### config.mk
export PLATFORM = sky130hd
export DESIGN_NAME = ysyx_23060171_wbu_ctrl_flat
export DESIGN_NICKNAME = d
export VERILOG_FILES = /design/src/rtl/ysyx_23060171_wbu_ctrl_if.sv /design/src/rtl/ysyx_23060171_wbu_ctrl.sv /design/src/flat_wrapper.sv
export SDC_FILE = /design/constraint.sdc
export NUM_CORES = 1
export LEC_CHECK = 0
export ABC_CLOCK_PERIOD_IN_PS = 2180
export BUFFER_PORTS_ARGS = -buffer_cell sky130_fd_sc_hd__buf_2
export CAP_MARGIN = 10
export CORE_AREA = 5 5 151 153
export CTS_CLUSTER_SIZE = 12
export DETAILED_ROUTE_END_ITERATION = 6
export DIE_AREA = 0 0 156 158
export PLACE_DENSITY = 0.76
export SLEW_MARGIN = 20
export SYNTH_ARGS = -nofsm -noshare
export SYNTH_HDL_FRONTEND = slang
export SYNTH_SLANG_ARGS = --single-unit
### constraint.sdc
create_clock -name clock -period 2.18 [get_ports clock]
set_clock_uncertainty 0.05 [all_clocks]
set_input_delay 0.109 -clock clock [delete_from_list [all_inputs] [get_ports clock]]
set_output_delay 0.109 -clock clock [all_outputs]
set_load 0.01 [all_outputs]
### src/rtl/ysyx_23060171_wbu_ctrl_if.sv
// ----------------------------------------------------------------------------
// ysyx_23060171_wbu_ctrl_if
// Bundle of every signal between the writeback sequencer and its neighbours:
//   - LSU retire handshake  : in_valid/in_ready plus the in_* instruction fields
//   - CSR file read values  : mtvec, mepc, mstatus
//   - GPR write port        : rf_we, rf_waddr, rf_wdata
//   - CSR write port        : csr_we, csr_waddr, csr_wdata
//   - IFU commit            : commit_valid, commit_pc, next_pc
// slave  : the sequencer itself
// master : the surrounding pipeline (LSU, register files, IFU)
// ----------------------------------------------------------------------------
interface ysyx_23060171_wbu_ctrl_if;
  logic        in_valid;
  logic        in_ready;
  logic [31:0] in_pc;
  logic [31:0] in_dnpc;
  logic [4:0]  in_rd;
  logic [31:0] in_wd;
  logic        in_rf_wen;
  logic [11:0] in_csr_addr;
  logic [31:0] in_cwd;
  logic        in_csr_wen;
  logic        in_irq;
  logic        in_ecall;
  logic        in_mret;

  logic [31:0] mtvec;
  logic [31:0] mepc;
  logic [31:0] mstatus;

  logic        rf_we;
  logic [4:0]  rf_waddr;
  logic [31:0] rf_wdata;
  logic        csr_we;
  logic [11:0] csr_waddr;
  logic [31:0] csr_wdata;
  logic        commit_valid;
  logic [31:0] commit_pc;
  logic [31:0] next_pc;

  modport slave (
    input  in_valid, in_pc, in_dnpc, in_rd, in_wd, in_rf_wen,
           in_csr_addr, in_cwd, in_csr_wen, in_irq, in_ecall, in_mret,
           mtvec, mepc, mstatus,
    output in_ready, rf_we, rf_waddr, rf_wdata, csr_we, csr_waddr, csr_wdata,
           commit_valid, commit_pc, next_pc
  );

  modport master (
    output in_valid, in_pc, in_dnpc, in_rd, in_wd, in_rf_wen,
           in_csr_addr, in_cwd, in_csr_wen, in_irq, in_ecall, in_mret,
           mtvec, mepc, mstatus,
    input  in_ready, rf_we, rf_waddr, rf_wdata, csr_we, csr_waddr, csr_wdata,
           commit_valid, commit_pc, next_pc
  );
endinterface

### src/rtl/ysyx_23060171_wbu_ctrl.sv
// ----------------------------------------------------------------------------
// ysyx_23060171_wbu_ctrl
// Writeback-stage sequencer. Accepts one retiring instruction per handshake,
// drives the single GPR and single CSR write ports, serialises trap entry
// (mepc, mcause, mstatus) and mret (mstatus) over consecutive cycles, and
// pulses commit_valid with the fetch target for the IFU.
// Ports:
//   clock  : system clock
//   resetn : asynchronous active-low reset
//   bus    : ysyx_23060171_wbu_ctrl_if.slave (handshake, CSR reads, write
//            ports, commit)
//
// state         | meaning
// --------------+--------------------------------------------------------
// S_IDLE        | nothing held, ready for a new instruction
// S_WB          | normal instruction retiring: GPR/CSR write + commit
// S_TRAP_EPC    | trap entry step 1: mepc <- pc
// S_TRAP_CAUSE  | trap entry step 2: mcause <- irq/ecall code
// S_TRAP_STATUS | trap entry step 3: mstatus update, commit to mtvec
// S_MRET_STATUS | mret: mstatus restore, commit to mepc
// ----------------------------------------------------------------------------
module ysyx_23060171_wbu_ctrl #(
  parameter logic [31:0] MCAUSE_IRQ   = 32'h8000_0007,
  parameter logic [31:0] MCAUSE_ECALL = 32'd11
) (
  input logic                        clock,
  input logic                        resetn,
  ysyx_23060171_wbu_ctrl_if.slave    bus
);

  typedef enum logic [2:0] {
    S_IDLE,
    S_WB,
    S_TRAP_EPC,
    S_TRAP_CAUSE,
    S_TRAP_STATUS,
    S_MRET_STATUS
  } state_t;

  localparam logic [11:0] CSR_MSTATUS = 12'h300;
  localparam logic [11:0] CSR_MEPC    = 12'h341;
  localparam logic [11:0] CSR_MCAUSE  = 12'h342;

  state_t      r_state;
  state_t      w_next;
  state_t      w_cls;

  logic [31:0] r_pc;
  logic [31:0] r_dnpc;
  logic [4:0]  r_rd;
  logic [31:0] r_wd;
  logic        r_rf_wen;
  logic [11:0] r_csr_addr;
  logic [31:0] r_cwd;
  logic        r_csr_wen;
  logic        r_irq;

  logic        w_ready;
  logic        w_xfer;
  logic        w_rf_we;
  logic [4:0]  w_rf_waddr;
  logic [31:0] w_rf_wdata;
  logic        w_csr_we;
  logic [11:0] w_csr_waddr;
  logic [31:0] w_csr_wdata;
  logic        w_commit;
  logic [31:0] w_commit_pc;
  logic [31:0] w_next_pc;
  logic [31:0] w_ms_trap;
  logic [31:0] w_ms_mret;

  assign w_ready = (r_state == S_IDLE) || (r_state == S_WB);
  assign w_xfer  = bus.in_valid && w_ready;

  // Classification priority: irq > ecall > mret > normal.
  always_comb begin
    if (bus.in_irq || bus.in_ecall) w_cls = S_TRAP_EPC;
    else if (bus.in_mret)           w_cls = S_MRET_STATUS;
    else                            w_cls = S_WB;
  end

  // Trap entry: MPIE <- MIE, MIE <- 0, MPP <- M.
  always_comb begin
    w_ms_trap        = bus.mstatus;
    w_ms_trap[7]     = bus.mstatus[3];
    w_ms_trap[3]     = 1'b0;
    w_ms_trap[12:11] = 2'b11;
  end

  // mret: MIE <- MPIE, MPIE <- 1, MPP <- U.
  always_comb begin
    w_ms_mret        = bus.mstatus;
    w_ms_mret[3]     = bus.mstatus[7];
    w_ms_mret[7]     = 1'b1;
    w_ms_mret[12:11] = 2'b00;
  end

  always_ff @(posedge clock or negedge resetn) begin
    if (!resetn) r_state <= S_IDLE;
    else         r_state <= w_next;
  end

  always_ff @(posedge clock or negedge resetn) begin
    if (!resetn) begin
      r_pc       <= '0;
      r_dnpc     <= '0;
      r_rd       <= '0;
      r_wd       <= '0;
      r_rf_wen   <= 1'b0;
      r_csr_addr <= '0;
      r_cwd      <= '0;
      r_csr_wen  <= 1'b0;
      r_irq      <= 1'b0;
    end else if (w_xfer) begin
      r_pc       <= bus.in_pc;
      r_dnpc     <= bus.in_dnpc;
      r_rd       <= bus.in_rd;
      r_wd       <= bus.in_wd;
      r_rf_wen   <= bus.in_rf_wen;
      r_csr_addr <= bus.in_csr_addr;
      r_cwd      <= bus.in_cwd;
      r_csr_wen  <= bus.in_csr_wen;
      r_irq      <= bus.in_irq;
    end
  end

  // Outputs default to zero so every address/data field reads 0 whenever its
  // enable is low.
  always_comb begin
    w_next      = r_state;
    w_rf_we     = 1'b0;
    w_rf_waddr  = '0;
    w_rf_wdata  = '0;
    w_csr_we    = 1'b0;
    w_csr_waddr = '0;
    w_csr_wdata = '0;
    w_commit    = 1'b0;
    w_commit_pc = '0;
    w_next_pc   = '0;
    case (r_state)
      S_IDLE: begin
        if (w_xfer) w_next = w_cls;
      end
      S_WB: begin
        if (r_rf_wen && (r_rd != 5'd0)) begin
          w_rf_we    = 1'b1;
          w_rf_waddr = r_rd;
          w_rf_wdata = r_wd;
        end
        if (r_csr_wen) begin
          w_csr_we    = 1'b1;
          w_csr_waddr = r_csr_addr;
          w_csr_wdata = r_cwd;
        end
        w_commit    = 1'b1;
        w_commit_pc = r_pc;
        w_next_pc   = r_dnpc;
        w_next      = w_xfer ? w_cls : S_IDLE;
      end
      S_TRAP_EPC: begin
        w_csr_we    = 1'b1;
        w_csr_waddr = CSR_MEPC;
        w_csr_wdata = r_pc;
        w_next      = S_TRAP_CAUSE;
      end
      S_TRAP_CAUSE: begin
        w_csr_we    = 1'b1;
        w_csr_waddr = CSR_MCAUSE;
        w_csr_wdata = r_irq ? MCAUSE_IRQ : MCAUSE_ECALL;
        w_next      = S_TRAP_STATUS;
      end
      S_TRAP_STATUS: begin
        w_csr_we    = 1'b1;
        w_csr_waddr = CSR_MSTATUS;
        w_csr_wdata = w_ms_trap;
        w_commit    = 1'b1;
        w_commit_pc = r_pc;
        w_next_pc   = bus.mtvec;
        w_next      = S_IDLE;
      end
      S_MRET_STATUS: begin
        w_csr_we    = 1'b1;
        w_csr_waddr = CSR_MSTATUS;
        w_csr_wdata = w_ms_mret;
        w_commit    = 1'b1;
        w_commit_pc = r_pc;
        w_next_pc   = bus.mepc;
        w_next      = S_IDLE;
      end
      default: w_next = S_IDLE;
    endcase
  end

  assign bus.in_ready     = w_ready;
  assign bus.rf_we        = w_rf_we;
  assign bus.rf_waddr     = w_rf_waddr;
  assign bus.rf_wdata     = w_rf_wdata;
  assign bus.csr_we       = w_csr_we;
  assign bus.csr_waddr    = w_csr_waddr;
  assign bus.csr_wdata    = w_csr_wdata;
  assign bus.commit_valid = w_commit;
  assign bus.commit_pc    = w_commit_pc;
  assign bus.next_pc      = w_next_pc;

endmodule

### src/flat_wrapper.sv
// flat-port wrapper written by rule: the top's interface ports become plain ports
module ysyx_23060171_wbu_ctrl_flat 
#(
  parameter logic [31:0] MCAUSE_IRQ   = 32'h8000_0007,
  parameter logic [31:0] MCAUSE_ECALL = 32'd11
)
  (clock, resetn, bus_in_valid, bus_in_pc, bus_in_dnpc, bus_in_rd, bus_in_wd, bus_in_rf_wen, bus_in_csr_addr, bus_in_cwd, bus_in_csr_wen, bus_in_irq, bus_in_ecall, bus_in_mret, bus_mtvec, bus_mepc, bus_mstatus, bus_in_ready, bus_rf_we, bus_rf_waddr, bus_rf_wdata, bus_csr_we, bus_csr_waddr, bus_csr_wdata, bus_commit_valid, bus_commit_pc, bus_next_pc);
  ysyx_23060171_wbu_ctrl_if bus_i ();
  input logic clock;
  input logic resetn;
  input wire logic [$bits(bus_i.in_valid)-1:0] bus_in_valid;
  input wire logic [$bits(bus_i.in_pc)-1:0] bus_in_pc;
  input wire logic [$bits(bus_i.in_dnpc)-1:0] bus_in_dnpc;
  input wire logic [$bits(bus_i.in_rd)-1:0] bus_in_rd;
  input wire logic [$bits(bus_i.in_wd)-1:0] bus_in_wd;
  input wire logic [$bits(bus_i.in_rf_wen)-1:0] bus_in_rf_wen;
  input wire logic [$bits(bus_i.in_csr_addr)-1:0] bus_in_csr_addr;
  input wire logic [$bits(bus_i.in_cwd)-1:0] bus_in_cwd;
  input wire logic [$bits(bus_i.in_csr_wen)-1:0] bus_in_csr_wen;
  input wire logic [$bits(bus_i.in_irq)-1:0] bus_in_irq;
  input wire logic [$bits(bus_i.in_ecall)-1:0] bus_in_ecall;
  input wire logic [$bits(bus_i.in_mret)-1:0] bus_in_mret;
  input wire logic [$bits(bus_i.mtvec)-1:0] bus_mtvec;
  input wire logic [$bits(bus_i.mepc)-1:0] bus_mepc;
  input wire logic [$bits(bus_i.mstatus)-1:0] bus_mstatus;
  output wire logic [$bits(bus_i.in_ready)-1:0] bus_in_ready;
  output wire logic [$bits(bus_i.rf_we)-1:0] bus_rf_we;
  output wire logic [$bits(bus_i.rf_waddr)-1:0] bus_rf_waddr;
  output wire logic [$bits(bus_i.rf_wdata)-1:0] bus_rf_wdata;
  output wire logic [$bits(bus_i.csr_we)-1:0] bus_csr_we;
  output wire logic [$bits(bus_i.csr_waddr)-1:0] bus_csr_waddr;
  output wire logic [$bits(bus_i.csr_wdata)-1:0] bus_csr_wdata;
  output wire logic [$bits(bus_i.commit_valid)-1:0] bus_commit_valid;
  output wire logic [$bits(bus_i.commit_pc)-1:0] bus_commit_pc;
  output wire logic [$bits(bus_i.next_pc)-1:0] bus_next_pc;
  assign bus_i.in_valid = bus_in_valid;
  assign bus_i.in_pc = bus_in_pc;
  assign bus_i.in_dnpc = bus_in_dnpc;
  assign bus_i.in_rd = bus_in_rd;
  assign bus_i.in_wd = bus_in_wd;
  assign bus_i.in_rf_wen = bus_in_rf_wen;
  assign bus_i.in_csr_addr = bus_in_csr_addr;
  assign bus_i.in_cwd = bus_in_cwd;
  assign bus_i.in_csr_wen = bus_in_csr_wen;
  assign bus_i.in_irq = bus_in_irq;
  assign bus_i.in_ecall = bus_in_ecall;
  assign bus_i.in_mret = bus_in_mret;
  assign bus_i.mtvec = bus_mtvec;
  assign bus_i.mepc = bus_mepc;
  assign bus_i.mstatus = bus_mstatus;
  assign bus_in_ready = bus_i.in_ready;
  assign bus_rf_we = bus_i.rf_we;
  assign bus_rf_waddr = bus_i.rf_waddr;
  assign bus_rf_wdata = bus_i.rf_wdata;
  assign bus_csr_we = bus_i.csr_we;
  assign bus_csr_waddr = bus_i.csr_waddr;
  assign bus_csr_wdata = bus_i.csr_wdata;
  assign bus_commit_valid = bus_i.commit_valid;
  assign bus_commit_pc = bus_i.commit_pc;
  assign bus_next_pc = bus_i.next_pc;
  ysyx_23060171_wbu_ctrl #(.MCAUSE_IRQ(MCAUSE_IRQ), .MCAUSE_ECALL(MCAUSE_ECALL)) u_core (.clock(clock), .resetn(resetn), .bus(bus_i));
endmodule
==> key figures, run 1 <==
Logic synthesis
  • Top_reg_cell synth: dfrtp_1
  • Synth unique cells: 35
  • Post-synthesis cell area: 7760 sq um
  • Post-synth ARST share: 100%
  • Post-synth EDFFs: 0
  • Yosys warns: 0
  • Syn Nets: 897
  • Synthesized flop and latch total: 151
  • Register area share after synthesis: 48.7%
  • Mean Syn Cell Area: 12.0 sq um
  • Gate Count Post-Synth: 645

STA
  • Setup Viol. Count Final: 1
  • Final worst-path cycle share: 102%
  • Min Tclk post-route: 2.23 ns
  • Max Transition Viols Final: 0
  • Fin worst setup slack: -0.0457 ns
  • Fin. Hold Viols: 0
  • Max transition margin: 70.0%
  • Hold_ws: 0.0334 ns
  • Fmax: 449 MHz
  • Slew @ Worst Pin: 0.451 ns
  • RSZ-0062 raised after global routing: yes

Drt
  • Drt wl/cell: 20.0 um
  • Final wirelength: 29800 um
  • DR iter-0 viols: 627
  • Routed via count: 7732
  • DR pass1 iterations: 6
  • Residual DRC count: 0
  • Antenna-violating nets left: 0
  • Vias/cell: 5.19

Final layout
  • Share of cells above drive strength 1: 42.6%
  • Most frequent cells in the layout: buf_2, mux2_1, dlygate4sd3_1
  • P&R area growth vs syn: 63.8%
  • Fin area: 12700 sq um
  • Layout Cells excl Fill: 1489
  • Commonest non-fill, non-tap cell in the layout: buf_2
  • End-of-flow core utilization: 59.4%
  • # nets final: 1447

Worst setup path
  • Worst Path Required: 2.02 ns
  • CP Data Arrival Time: 2.07 ns
  • Critical Path Sink Type: output pin
  • CP dominant cell by count: buf_6
  • WS Path Type: flip-flop to output pin
  • Critical-path maximum fanout: 9
  • CP max-delay cell: dfrtp_2
  • Critical-path cell list: buf_6, nor4bb_4, buf_6, buf_12, a22oi_1, a21oi_1, buf_2
  • Slowest stage delay, CP: 0.41 ns
  • CP Launch Type: flip-flop

Clock tree
  • H-tree lvl count: 4
  • CTS Buf Count: 17
  • Clk sinks: 151
  • CTS clk-pin slew, worst paths: 0.07 ns
  • Clk buf depth: 2
  • CTS root buffer: clkbuf_16
  • CTS tree: yes
  • Skew-Pair Late Insertion Delay: 0.41 ns

Floorplanning
  • Die ar.: 24600 sq um
  • I/O pins: 398
  • Die Height: 158 um
  • Number of core rows: 54
  • Core ar.: 21400 sq um
  • Initial Util: 36.2%
  • Horiz. Die Dim: 156 um

Placement
  • Placed Cells incl. Taps: 1288
  • RePlAce Congestion: 0.795
  • Port bufs: 395
  • Placed Area: 10200 sq um
  • DP Wirelength: 18500 um

GRT
  • Overflow after GRT: 0
  • Number of global-route vias before repair: 8369
  • GR Util All Layers: 22.9%
  • Initial antenna violation count: 1
  • Global-route wire length before repair: 44700 um
  • Largest net degree at the start of global routing: 58

Power
  • Leakage power: 6.07 nW
  • Peak supply drop: 645 uV
  • Design Power: 15.0 mW
  • Cell Pwr Density: 1180 nW/um^2

Status
  • Failing checks: setup timing
  • Status: complete, but fails checks

Run
  • Max-cap violations: 0

Hold path
  • Worst hold path class: input port to flip-flop
-- registers in the layout (all words and copies together), names as in the netlist --
signal             cells
u_core.r_csr_addr     12
u_core.r_rf_wen        1
u_core.r_irq           1
u_core.r_csr_wen       1
u_core.r_cwd          32
u_core.r_state         3
u_core.r_pc           32
u_core.r_rd            5
u_core.r_wd           32
u_core.r_dnpc         32
-- metal layers --
metal	global-route usage, %	share of wire, %
met5	0	0
met1	24.8	36
met4	10.8	3.5
met3	6.21	8.8
met2	41.6	52
-- Yosys cell counts (3+ instances only) --
cell / instances / area (sq um)
dfrtp_1: 151 / 3780
nand2_1: 12 / 45.0
a22oi_1: 36 / 270
buf_4: 4 / 30.0
nor2b_1: 36 / 225
nor2_1: 60 / 225
and2_4: 11 / 96.3
o21ai_0: 3 / 15.0
a31oi_1: 4 / 25.0
buf_6: 4 / 45.0
ha_1: 3 / 37.5
a222oi_1: 24 / 240
and2_1: 33 / 206
mux2_2: 5 / 56.3
clkbuf_1: 10 / 37.5
buf_2: 37 / 185
and3b_1: 3 / 26.3
mux2_1: 177 / 1990
a21oi_1: 10 / 50.1
-- critical path: cells and delay by family (launching register included) --
family / cells / cell delay, ns
buffers and inverters: 4 / 0.66
flip-flops: 1 / 0.41
AND/OR/NAND/NOR: 1 / 0.31
AO/OA/AOI/OAI: 2 / 0.28
-- path summary, 6_finish.rpt --
| path | to | from | slack [ns] | depth (start not counted) |
|---|---|---|---|---|
| worst min register to register | u_core.r_csr_addr[10] | u_core.r_csr_addr[10] | 0.44 | 1 |
| min in group asynchronous | u_core.r_wd[2] | resetn | 0.15 | 2 |
| worst max-delay path | bus_csr_wdata[7] | u_core.r_state[2] | -0.05 | 7 |
| worst max register to register | u_core.r_state[2] | u_core.r_state[2] | 0.15 | 7 |
| worst min-delay path | u_core.r_state[0] | bus_in_ecall | 0.03 | 4 |
| max in group asynchronous | u_core.r_wd[25] | resetn | 1.28 | 3 |
-- per-stage QoR --
stage,setup TNS (ns),worst slack [ns]
2_1_floorplan,-0.0828,-0.000828
3_3_place_gp,0,0.288
3_5_place_dp,0,0.272
4_1_cts,-0.0449,-0.0143
5_1_grt,-4.05,-0.120
6_report,-0.0457,-0.0457
-- power breakdown --
| group | internal (mW) | switching, mW | leakage (nW) | total [mW] |
|---|---|---|---|---|
| sequential | 4.24 | 0.964 | 1.76 | 5.20 |
| combinational | 3.30 | 3.31 | 4.00 | 6.61 |
| clock | 1.97 | 1.23 | 0.300 | 3.21 |
| total | 9.51 | 5.51 | 6.07 | 15.0 |
-- final cells by class --
class                           instances  area (sq um)
Fill cell                            1647          8710
Timing Repair Buffer                  582          4090
Multi-Input combinational cell        440          3840
Sequential cell                       151          3780
Clock buffer                           20           447
Tap cell                              280           350
Clock inverter                         12           189
Inverter                                3          11.3
Antenna cell                            1          2.50
-- cell families (layout without fill, tap and decap cells) --
group	count (synthesis)	count (layout)	share of synthesized area [%]
multiplexers	182	182	26.4
other	0	1	0
buffers and inverters	58	617	3.98
AO/OA/AOI/OAI	88	92	8.93
AND/OR/NAND/NOR	163	163	11.5
adder cells (fa/ha/maj)	3	3	0.484
flip-flops	151	151	48.7
-- timing repair --
| item | 4_1_cts | 5_1_grt |
|---|---|---|
| endpoints found under the hold margin | 282 | 0 |
| setup endpoints to repair | 126 | 101 |
| hold buffers | 151 | 0 |
| buffers inserted | 6 | 4 |
| cloned | 3 | 4 |
| pin swaps | 7 | 17 |
| gates resized for setup | 11 | 35 |
(Power assumes the default switching activity.)
==> inputs of run 2 (changes only) <==
--- a/config.mk
+++ b/config.mk
@@ -5,14 +5,14 @@
 export SDC_FILE = /design/constraint.sdc
 export NUM_CORES = 1
 export LEC_CHECK = 0
-export ABC_CLOCK_PERIOD_IN_PS = 2180
+export ABC_CLOCK_PERIOD_IN_PS = 2800
 export BUFFER_PORTS_ARGS = -buffer_cell sky130_fd_sc_hd__buf_2
 export CAP_MARGIN = 10
 export CORE_AREA = 5 5 151 153
 export CTS_CLUSTER_SIZE = 12
 export DETAILED_ROUTE_END_ITERATION = 6
 export DIE_AREA = 0 0 156 158
-export PLACE_DENSITY = 0.76
+export PLACE_DENSITY = 0.74
 export SLEW_MARGIN = 20
 export SYNTH_ARGS = -nofsm -noshare
 export SYNTH_HDL_FRONTEND = slang
==> constraint.sdc (replaced) <==
create_clock -name clock -period 2.8 [get_ports clock]
set_clock_uncertainty 0.05 [all_clocks]
set_input_delay 0.14 -clock clock [delete_from_list [all_inputs] [get_ports clock]]
set_output_delay 0.14 -clock clock [all_outputs]
set_load 0.01 [all_outputs]
==> run 2 against run 1 <==
Non-clock buffer count decreased by 18; critical path depth shrank 1; die area unchanged; via count is 4.5% lower; wire length decreased by 7.4%; sequential share of layout area rose by 1.5 points; final cell count down 1.5%; core utilization is 2.8 points lower; combinational power fell by 31%; highest routed layer unchanged; sequential cell count unchanged; critical path type unchanged; the run now ends clean.
==> key figures, run 2 (synthesized netlist as in run 1, its figures left out) <==
Status
  • Status: complete, no violations

STA
  • Setup Viol. Count Final: 0 (-1)
  • Final worst-path cycle share: 93.8%
  • Fin worst setup slack: 0.173 ns (+0.219 ns)
  • Slew @ Worst Pin: 0.770 ns (+0.320 ns)
  • Max transition margin: 48.6% (-21 points)
  • Fin. Hold Viols: 0 (unchanged)
  • Fmax: 381 MHz
  • Min Tclk post-route: 2.63 ns
  • Max Transition Viols Final: 0 (unchanged)
  • Setup TNS Final: 0 ns (+0.0457 ns)
  • Hold_ws: 0.0547 ns (+0.0213 ns)
  • RSZ-0062 raised after global routing: no

Floorplanning
  • Core ar.: 21400 sq um (unchanged)
  • Die Height: 158 um (unchanged)
  • Die ar.: 24600 sq um (unchanged)
  • I/O pins: 398 (unchanged)
  • Initial Util: 36.2% (unchanged)
  • Number of core rows: 54 (unchanged)
  • Horiz. Die Dim: 156 um (unchanged)

GRT
  • Overflow after GRT: 0 (unchanged)
  • Initial antenna violation count: 1 (unchanged)
  • Number of global-route vias before repair: 7983 (-4.6%)
  • GR Util All Layers: 21.7% (-1.2 points)
  • Global-route wire length before repair: 42600 um (-4.7%)
  • Largest net degree at the start of global routing: 107 (+84%)

Run
  • Max-cap violations: 0 (unchanged)

Power
  • Cell Pwr Density: 896 nW/um^2 (-24%)
  • Leakage power: 5.85 nW (-3.6%)
  • Peak supply drop: 484 uV (-25%)

Worst setup path
  • Setup crit start: u_core.r_state[2]
  • Reg2reg path depth: 5 (-2)
  • Critical Path Sink Type: output pin
  • Worst Path Required: 2.61 ns (+0.59 ns)
  • R2r startpoint: u_core.r_state[2]
  • CP Launch Type: flip-flop
  • Critical-path maximum fanout: 37 (+28)
  • WS Path Type: flip-flop to output pin
  • Register-to-Register Setup Slack: 0.70 ns (+0.55 ns)
  • Crit path capture: bus_csr_wdata[4]
  • CP Data Arrival Time: 2.44 ns (+0.37 ns)
  • FF-to-FF End: u_core.r_state[2]

Final layout
  • P&R area growth vs syn: 56.0%
  • Layout Cells excl Fill: 1466 (-1.5%)
  • Commonest non-fill, non-tap cell in the layout: buf_2
  • FILL cells: 1780 (+8.1%)
  • # nets final: 1425 (-1.5%)
  • Share of cells above drive strength 1: 40.1% (-2.5 points)
  • Most frequent cells in the layout: buf_2, mux2_1, dlygate4sd3_1

Clock tree
  • Clk buf depth: 2 (unchanged)
  • CTS root buffer: clkbuf_16
  • Clk sinks: 151 (unchanged)
  • Skew-Pair Late Insertion Delay: 0.41 ns (about the same)
  • H-tree lvl count: 4 (unchanged)
  • CTS tree: yes
  • CTS clk-pin slew, worst paths: 0.06 ns (about the same)
  • CTS Buf Count: 17 (unchanged)

Drt
  • DR iter-0 viols: 635 (+1.3%)
  • Antenna-violating nets left: 0 (unchanged)
  • Residual DRC count: 0 (unchanged)
  • Drt wl/cell: 18.8 um (-5.9%)
  • Routed via count: 7381 (-4.5%)
  • DR pass1 iterations: 7 (+1)
  • Vias/cell: 5.03 (-3.0%)
  • Final wirelength: 27600 um (-7.4%)

Hold path
  • Worst hold path class: input port to flip-flop

Placement
  • DP Worst Slack: 0.560 ns (+0.288 ns)
  • Port bufs: 395 (unchanged)
  • RePlAce Congestion: 0.789 (-0.77%)
  • Placed Cells incl. Taps: 1283 (-0.39%)
  • DP Wirelength: 18500 um (+0.19%)
## run 2: cell count changes in the layout (fill, tap and decap cells not counted), sizes merged
cell      change
buf          -17
clkinvlp      -1
bufinv        -2
inv           -1
clkbuf        -3
o21a          -4
clkinv        +5
## run 2: how the worst min path moves through the flow
stage,start,endpoint,slack [ns],depth (start not counted)
4_1_cts,bus_in_ecall,u_core.r_state[0],0.03,4
6_report,bus_in_ecall,u_core.r_state[0],0.05,4
2_1_floorplan,resetn,u_core.r_csr_addr[0],-0.21,0
3_3_place_gp,resetn,u_core.r_csr_addr[0],0.19,1
3_5_place_dp,resetn,u_core.r_csr_addr[0],0.20,1
5_1_grt,bus_in_ecall,u_core.r_state[0],0.06,4
## run 2: cell type report
class / instances / area (sq um) / share of cell area, %
clock buffers: 18 / 429 / 3.54
multi-input cells: 436 / 3730 / 30.8
flip-flops and latches: 151 / 3780 / 31.2
inverters: 3 / 11.3 / 0.0930
well taps: 280 / 350 / 2.89
clock inverters: 13 / 146 / 1.21
diodes: 1 / 2.50 / 0.0207
repair buffers: 564 / 3650 / 30.2
## run 2: repair_timing
| item | in CTS | in global routing |
|---|---|---|
| hold endpoints to repair | 227 | 0 |
| gates resized for setup | 0 | 1 |
| hold buffers | 151 | 0 |
| setup buffers | 0 | 0 |
| setup endpoints to repair | 0 | 1 |
## run 2: layer usage
metal,vias to the layer above,GRT usage [%],share of wire [%]
met2,353,39.6,52
met5,-,0,0
met4,0,8.34,3.2
met1,3581,24.5,37
met3,69,5.28,7.5
li1,3378,-,-
## run 2: per-stage QoR
step	utilization [%]	instance area [sq um]	total power, mW
5_1_grt	56.5	12100	11.6
4_1_cts	56.5	12100	10.9
6_report	56.5	12100	10.8
3_3_place_gp	46.7	10000	8.22
2_1_floorplan	-	7760	6.74
3_5_place_dp	46.7	10000	8.38
## run 2: worst max-delay path, stage by stage (launching register included)
cell,delay (ns)
dfrtp_2,0.42
buf_4,0.29
nor4bb_4,0.33
buf_4,0.42
a222oi_1,0.16
nor2_1,0.21
buf_2,0.18
## run 2: power by group
part           total, mW  internal (mW)  switching [mW]
clock network       2.27           1.32           0.946
logic               4.59           2.21            2.39
registers           3.99           3.30           0.692
total               10.8           6.82            4.03
==> inputs of run 3 (changes only) <==
--- a/config.mk
+++ b/config.mk
@@ -12,7 +12,7 @@
 export CTS_CLUSTER_SIZE = 12
 export DETAILED_ROUTE_END_ITERATION = 6
 export DIE_AREA = 0 0 156 158
-export PLACE_DENSITY = 0.74
+export PLACE_DENSITY_LB_ADDON = 0.15
 export SLEW_MARGIN = 20
 export SYNTH_ARGS = -nofsm -noshare
 export SYNTH_HDL_FRONTEND = slang
==> run 3 against run 2 <==
First-iteration DRC count decreased by 25%; critical path depth unchanged; global-route usage decreased by 0.53 points; core utilization increased by 0.60 points; design area increased by 1.1%; worst hold slack got worse by 0.0068 ns; sequential cell count unchanged; via count decreased by 2.1%; total power increased by 1.1%; wire length decreased by 1.9%; sequential share of layout area decreased by 0.33 points; final cell count increased by 0.41%; critical endpoint is now bus_next_pc[6].
==> key figures, run 3 (synthesized netlist as in run 1, its figures left out) <==
Status
  • Status: complete, no violations

Final layout
  • Reg area: 3780 sq um (unchanged)
  • # nets final: 1429 (+0.28%)
  • End-of-flow core utilization: 57.1% (+0.60 points)
  • Share of cells above drive strength 1: 40.4% (+0.29 points)
  • Commonest non-fill, non-tap cell in the layout: buf_2
  • Area of the multi-input gates: 3760 sq um (+0.70%)
  • Most frequent cells in the layout: buf_2, mux2_1, dlygate4sd3_1
  • FILL cells: 1905 (+7.0%)
  • Layout Cells excl Fill: 1472 (+0.41%)
  • P&R area growth vs syn: 57.7%

Hold path
  • Depth of the worst hold-timing path: 3 (-1)
  • Hold_sp: bus_in_valid
  • Hold path endpoint: u_core.r_state[1]
  • Worst hold path class: input port to flip-flop

GRT
  • Global-route wire length before repair: 41400 um (-2.8%)
  • Number of global-route vias before repair: 7745 (-3.0%)
  • GRT met3 Usage: 5.80% (+0.52 points)
  • GR Util All Layers: 21.2% (-0.53 points)
  • Initial antenna violation count: 3 (+2)
  • Met2 Usage GRT: 37.4% (-2.2 points)
  • Overflow after GRT: 0 (unchanged)
  • Largest net degree at the start of global routing: 62 (-42%)
  • GRT busiest layer: met2
  • Met1 usage: 24.4% (-0.077 points)

Worst setup path
  • Register-to-Register Setup Slack: 0.64 ns (-0.06 ns)
  • Critical-path maximum fanout: 36 (-2.7%)
  • Critical-path cell list: buf_6, nor2b_2, buf_4, a22oi_1, nor2_1, buf_2
  • WS Path Type: flip-flop to output pin
  • R2r startpoint: u_core.r_state[2]
  • Critical Path Sink Type: output pin
  • Slowest stage delay, CP: 0.54 ns (+0.12 ns)
  • WP buf/inv: 3 (unchanged)
  • Reg2reg path depth: 5 (unchanged)
  • Critical path's top delay family: buffers and inverters
  • CP Data Arrival Time: 2.37 ns (-0.07 ns)
  • FF-to-FF End: u_core.r_wd[12]
  • CP Launch Type: flip-flop
  • Worst Path Required: 2.61 ns (about the same)
  • CP max-delay cell: dfrtp_2

Drt
  • Vias/cell: 4.91 (-2.5%)
  • Antenna-violating nets left: 0 (unchanged)
  • Residual DRC count: 0 (unchanged)
  • Final wirelength: 27100 um (-1.9%)
  • Routed via count: 7224 (-2.1%)
  • Drt wl/cell: 18.4 um (-2.3%)
  • DR iter-0 viols: 477 (-25%)
  • DR pass1 iterations: 5 (-2)

Clock tree
  • Clk sinks: 151 (unchanged)
  • CTS root buffer: clkbuf_16
  • CTS tree: yes
  • Clk buf depth: 2 (unchanged)
  • CTS clk-pin slew, worst paths: 0.06 ns (about the same)
  • H-tree lvl count: 4 (unchanged)
  • Skew-Pair Late Insertion Delay: 0.41 ns (about the same)
  • CTS Buf Count: 17 (unchanged)
  • Post-CTS Setup Bufs: 0 (unchanged)

STA
  • Max transition margin: 54.5% (+5.9 points)
  • Final worst-path cycle share: 91.5% (-2.3 points)
  • Setup TNS Final: 0 ns (unchanged)
  • Max Transition Viols Final: 0 (unchanged)
  • Slew @ Worst Pin: 0.680 ns (-0.0902 ns)
  • Min Tclk post-route: 2.56 ns (-0.0656 ns)
  • Fmax: 390 MHz (+2.6%)
  • Fin. Hold Viols: 0 (unchanged)
  • RSZ-0062 raised after global routing: no
  • Setup Viol. Count Final: 0 (unchanged)

Floorplanning
  • Die ar.: 24600 sq um (unchanged)
  • I/O pins: 398 (unchanged)
  • Initial Util: 36.2% (unchanged)
  • Die Height: 158 um (unchanged)
  • Horiz. Die Dim: 156 um (unchanged)
  • Core ar.: 21400 sq um (unchanged)
  • Number of core rows: 54 (unchanged)

Power
  • Design Power: 11.0 mW (+1.1%)
  • Cell Pwr Density: 897 nW/um^2 (about the same)
  • Leakage power: 5.89 nW (+0.74%)
  • Peak supply drop: 517 uV (+6.7%)

Placement
  • RePlAce Congestion: 0.811 (+2.8%)
  • Placed Cells incl. Taps: 1286 (+0.23%)
  • Port bufs: 395 (unchanged)
  • DP Wirelength: 18800 um (+1.6%)

Run
  • Max-cap violations: 0 (unchanged)
-- run 3: cell types whose count changed in the layout (fill, tap and decap cells not counted) --
cell / delta
diode_2: +2
a21oi_4: +1
clkbuf_8: +1
buf_6: +1
buf_4: -3
buf_12: +5
o21ai_4: +1
clkinv_2: -1
nor2_1: -1
o21ai_2: -1
nor2_2: +1
-- run 3: layout make-up --
cell class | count | area share, %
Sequential cell | 151 | 30.9
Clock inverter | 12 | 1.16
Antenna cell | 3 | 0.0614
Tap cell | 280 | 2.86
Timing Repair Buffer | 567 | 30.6
Multi-Input combinational cell | 437 | 30.7
Inverter | 3 | 0.0920
Clock buffer | 19 | 3.62
-- run 3: report_power, final --
part / internal [mW] / switching (mW)
Clock: 1.35 / 0.955
Sequential: 3.29 / 0.678
Combinational: 2.30 / 2.40
-- run 3: how the worst max path moves through the flow --
stage | slack (ns) | from | cells past startpoint | end
detailed placement | 0.38 | u_core.r_state[2] | 6 | bus_next_pc[30]
global placement | 0.40 | u_core.r_state[2] | 6 | bus_next_pc[30]
CTS | 0.03 | u_core.r_state[2] | 5 | bus_csr_wdata[3]
floorplan | 0.62 | u_core.r_state[2] | 9 | u_core.r_cwd[21]
finish | 0.24 | u_core.r_state[2] | 6 | bus_next_pc[6]
global route | 0.06 | u_core.r_state[2] | 6 | bus_next_pc[2]
-- run 3: per-layer routing --
metal,up-vias,wire (um)
met5,-,0
met4,0,801
met3,51,2030
met2,277,13800
met1,3511,10400
li1,3385,-
-- run 3: tightest hold or removal path: cells and delay by family --
family	cells	cell delay [ns]
buffers and inverters	1	0.12
AO/OA/AOI/OAI	1	0.11
AND/OR/NAND/NOR	1	0.09
-- run 3: repair_timing --
item | 4_1_cts | 5_1_grt
hold buffers | 151 | 0
gates cloned | 0 | 1
setup endpoints to repair | 22 | 38
resized for setup | 1 | 3
hold endpoints to repair | 207 | 0
-- run 3: stage by stage --
step / hold slack [ns] / setup slack [ns] / area [sq um]
floorplan: -0.206 / 0.619 / 7760
CTS: 0.0283 / 0.0262 / 12200
global placement: 0.126 / 0.405 / 10100
detailed placement: 0.128 / 0.384 / 10100
global route: 0.0705 / 0.0621 / 12200
finish: 0.0479 / 0.239 / 12200
